## config.mk

```make
export PLATFORM = sky130hd
export DESIGN_NAME = alu_uart_interface
export DESIGN_NICKNAME = d
export VERILOG_FILES = /design/src/rtl/alu_uart_interface.sv
export SDC_FILE = /design/constraint.sdc
export NUM_CORES = 1
export LEC_CHECK = 0
export BUFFER_PORTS_ARGS = -buffer_cell sky130_fd_sc_hd__buf_4
export CAP_MARGIN = 15
export CORE_UTILIZATION = 51
export CTS_CLUSTER_DIAMETER = 60
export CTS_CLUSTER_SIZE = 14
export DETAILED_ROUTE_END_ITERATION = 8
export GPL_TIMING_DRIVEN = 1
export HOLD_SLACK_MARGIN = 0.12
export PLACE_DENSITY = 0.89
export SYNTH_ARGS = -nofsm -noshare
export SYNTH_HDL_FRONTEND = slang
export SYNTH_SLANG_ARGS = --single-unit
export TNS_END_PERCENT = 30
```

## constraint.sdc

```tcl
create_clock -name clk -period 3.7 [get_ports clk]
set_input_delay 0.74 -clock clk [delete_from_list [all_inputs] [get_ports clk]]
set_output_delay 0.74 -clock clk [all_outputs]
set_load 0.02 [all_outputs]
```

## src/rtl/alu_uart_interface.sv

```systemverilog
// Sequencer between a UART byte stream and an external combinational ALU:
// collects operand A, operand B and op-code, then sends the ALU result back.
module alu_uart_interface #(
  parameter int unsigned NB_DATA = 8,
  parameter int unsigned NB_CODE = 6
) (
  input  logic               clk,
  input  logic               reset,
  input  logic [NB_DATA-1:0] rx_data,
  input  logic               rx_done,
  input  logic               tx_done,
  input  logic [NB_DATA-1:0] alu_result,
  output logic [NB_DATA-1:0] dato1,
  output logic [NB_DATA-1:0] dato2,
  output logic [NB_CODE-1:0] op_code,
  output logic [NB_DATA-1:0] tx_data,
  output logic               tx_start,
  output logic               overrun
);

  typedef enum logic [2:0] {
    StWaitA,
    StWaitB,
    StWaitOp,
    StCalc,
    StSend,
    StWaitTx
  } state_e;

  state_e             state_q, state_d;
  logic [NB_DATA-1:0] dato1_q, dato1_d;
  logic [NB_DATA-1:0] dato2_q, dato2_d;
  logic [NB_CODE-1:0] op_code_q, op_code_d;
  logic [NB_DATA-1:0] tx_data_q, tx_data_d;
  logic               overrun_q, overrun_d;

  always_ff @(posedge clk or posedge reset) begin
    if (reset) begin
      state_q   <= StWaitA;
      dato1_q   <= '0;
      dato2_q   <= '0;
      op_code_q <= '0;
      tx_data_q <= '0;
      overrun_q <= 1'b0;
    end else begin
      state_q   <= state_d;
      dato1_q   <= dato1_d;
      dato2_q   <= dato2_d;
      op_code_q <= op_code_d;
      tx_data_q <= tx_data_d;
      overrun_q <= overrun_d;
    end
  end

  always_comb begin
    state_d   = state_q;
    dato1_d   = dato1_q;
    dato2_d   = dato2_q;
    op_code_d = op_code_q;
    tx_data_d = tx_data_q;
    overrun_d = overrun_q;
    tx_start  = 1'b0;
    unique case (state_q)
      StWaitA: begin
        if (rx_done) begin
          dato1_d = rx_data;
          state_d = StWaitB;
        end
      end
      StWaitB: begin
        if (rx_done) begin
          dato2_d = rx_data;
          state_d = StWaitOp;
        end
      end
      StWaitOp: begin
        if (rx_done) begin
          op_code_d = rx_data[NB_CODE-1:0];
          state_d   = StCalc;
        end
      end
      // One cycle for the external ALU to settle on the new operands.
      StCalc: begin
        tx_data_d = alu_result;
        state_d   = StSend;
      end
      StSend: begin
        tx_start = 1'b1;
        state_d  = StWaitTx;
      end
      StWaitTx: begin
        if (tx_done) state_d = StWaitA;
      end
      default: state_d = StWaitA;
    endcase
    // Bytes arriving while busy are dropped but flagged.
    if (rx_done && (state_q inside {StCalc, StSend, StWaitTx})) overrun_d = 1'b1;
  end

  assign dato1   = dato1_q;
  assign dato2   = dato2_q;
  assign op_code = op_code_q;
  assign tx_data = tx_data_q;
  assign overrun = overrun_q;

endmodule

```

==> impl_metrics.py <==
metrics = {
    "timing": {
        "finalCritPeriodShare_pct": 56.6,
        "finalClockSkew_ns": 0.00608,
        "setup_viol": 0,
        "tightestPinTransition_ns": 0.457,
        "slew_headroom_pct": 69.5,
        "finalCriticalPeriod_ns": 2.10,
        "whs_ns": 0.475,
        "max_freq_mhz": 477,
        "drv_slew": 0,
        "rsz0062_at_grt": "no",
        "tns_ns": 0,
        "hold_viol": 0,
    },
    "synth": {
        "synth.area.top_cells": "dfrtp_1, mux2_2, nor3b_4",
        "synth_fp_nets": 106,
        "synth_enable_flop_cells": 0,
        "synth_area_sq_mm": 0.00135,
        "ys_ff_latch": 34,
        "ys_warn_count": 0,
        "yosysMostFrequentCell": "dfrtp_1",
        "synthTopCellsByCount": "dfrtp_1, mux2_2",
        "synth-seq-area-share_pct": 63.3,
        "ys.flop_type": "dfrtp_1",
        "synth_cell_types": 19,
        "synth.avg_cell_area_sq_um": 15.6,
        "yosysTopAreaCell": "dfrtp_1",
        "ys_async_sr_fraction_pct": 100,
        "synth_top_area_share_pct": 63.3,
        "syn_inst": 86,
    },
    "worst_setup_path": {
        "endpoint": "tx_start",
        "cp-start-kind": "flip-flop",
        "rr_startpoint": "state_q[2]",
        "crit_required_ns": 2.96,
        "startpoint": "state_q[1]",
        "reg2reg_to": "dato2[5]",
        "r2r_slack_ns": 2.16,
        "path_class": "flip-flop to output pin",
        "critPathArrivalTime_ns": 1.36,
        "worstRegToRegCells": 3,
        "endpoint_kind": "output pin",
        "cp_max_fo": 7,
    },
    "layout": {
        "nets": 162,
        "num_antenna_cells": 0,
        "final_util_pct": 73.4,
        "final_layout_size_suffix_gt1_share_pct": 65.0,
        "n_fill_cell": 170,
        "syn2layout_area_growth_pct": 35.2,
    },
    "die": {
        "die_x_microns": 53.4,
        "initial_core_util_pct": 54.3,
        "fp-row-count": 18,
        "die_area_sq_mm": 0.00285,
        "core-area_sq_mm": 0.00248,
        "die_h_microns": 53.4,
        "ios": 52,
    },
    "routing": {
        "remaining_drc_errors": 0,
        "routedWlPerCell_microns": 14.9,
        "vias": 872,
        "drtIter0Drc": 5,
        "wirelength_mm": 2.58,
        "final_antenna_net_count": 0,
        "dr.pass1.iters": 3,
        "vias_per_cell": 5.04,
    },
    "global_route": {
        "grt_max_degree": 35,
        "grt-ovfl-total": 0,
        "antenna_found_initial": 0,
        "grt_pass1_vias": 891,
        "grt_pass1_wl_mm": 4.04,
        "track_usage_pct": 20.5,
    },
    "clock_network": {
        "cts_root_buf": "clkbuf_4",
        "cts_resized": 0,
        "clock_latency_ns": 0.32,
        "htree_levels": 2,
        "cts_buffers": 5,
        "postCtsSetupBuffers": 0,
        "cts_tree": "built",
        "cts_sinks": 34,
        "cts-hold-fix-buffers": 0,
        "clkTransAtPathRegs_ns": 0.09,
        "cts_buffer_depth": 2,
    },
    "flow_run": {
        "maxCapViolations": 0,
    },
    "power": {
        "pwr_density_cell_mw_per_mm2": 964,
        "ir_worst_vdd_mv": 0.629,
        "p_leak_uw": 0.000858,
        "finalPower_uw": 1750,
    },
    "placement": {
        "place_hpwl_mm": 1.94,
        "port_buffers": 51,
        "gp_congestion": 0.723,
    },
    "min_path": {
        "min_path_type": "flip-flop to flip-flop",
    },
    "outcome": {
        "status": "complete, no violations",
    },
}
[power breakdown]
part           leakage [uW]  switching [uW]  internal [uW]
clock             0.0000353             115           92.1
sequential         0.000401             124            559
combinational      0.000422             419            444
total              0.000858             658           1090
[critical path, cell delays in order (launching register included)]
cell and delay [ns]:
dfrtp_1 0.50, nand2b_1 0.26, nor2_1 0.12, buf_4 0.15
[how the worst min path moves through the flow]
stage,start,end,slack (ns),depth (start not counted)
after floorplan,state_q[2],state_q[1],0.45,1
after global placement,overrun,overrun,0.45,1
after detailed placement,overrun,overrun,0.45,1
after CTS,overrun,overrun,0.47,1
after global routing,overrun,overrun,0.49,1
final,overrun,overrun,0.47,1
[state kept, by name, summed over array words and instances, names as in the netlist]
register / flops
dato1: 8
dato2: 8
op_code: 6
overrun: 1
state_q: 3
tx_data: 8
[cell families (layout without fill, tap and decap cells)]
| kind of cell | after synthesis | count (layout) | share of synthesized area, % |
|---|---|---|---|
| AOI/OAI and AO/OA | 4 | 4 | 1.67 |
| buffers and inverters | 4 | 61 | 1.39 |
| DFF | 34 | 34 | 63.3 |
| muxes | 30 | 30 | 25.1 |
| and+or+nand+nor | 14 | 14 | 8.56 |
[cell type report]
class,count,area [sq um],share of cell area (%)
Multi-Input combinational cell,48,475,26.2
Sequential cell,34,851,46.8
Clock inverter,1,5.00,0.275
Timing Repair Buffer,52,390,21.5
Tap cell,30,37.5,2.06
Clock buffer,7,55.1,3.03
Inverter,1,3.75,0.206
[layer usage]
layer | up-vias | share of wire [%] | GRT usage (%)
li1 | 414 | - | -
met4 | 0 | 0.70 | 6.58
met3 | 2 | 3.5 | 8.62
met2 | 18 | 56 | 32.7
met5 | - | 0 | 0
met1 | 438 | 40 | 24.7
[placed cells by master (no fill, tap or decap)]
master / count
nor3b_4: 1
nor2_1: 2
nor2_2: 1
nor3_4: 1
nand2b_1: 2
nand2b_4: 1
nand3b_1: 2
clkinv_2: 1
clkbuf_4: 5
dfrtp_1: 34
nor4b_1: 1
nand2_1: 1
inv_1: 1
or3_1: 1
and2_1: 1
clkbuf_1: 1
a21o_1: 1
mux2_2: 30
clkbuf_8: 1
buf_4: 52
a21oi_1: 2
o21ai_0: 1
[stage by stage]
step | setup WS [ns] | instances | cell area, sq um
global route | 1.53 | 173 | 1820
floorplan | 1.95 | 86 | 1350
CTS | 1.61 | 173 | 1820
finish | 1.60 | 173 | 1820
global placement | 1.88 | 165 | 1760
detailed placement | 1.81 | 165 | 1760
(Power assumes the default switching activity.)
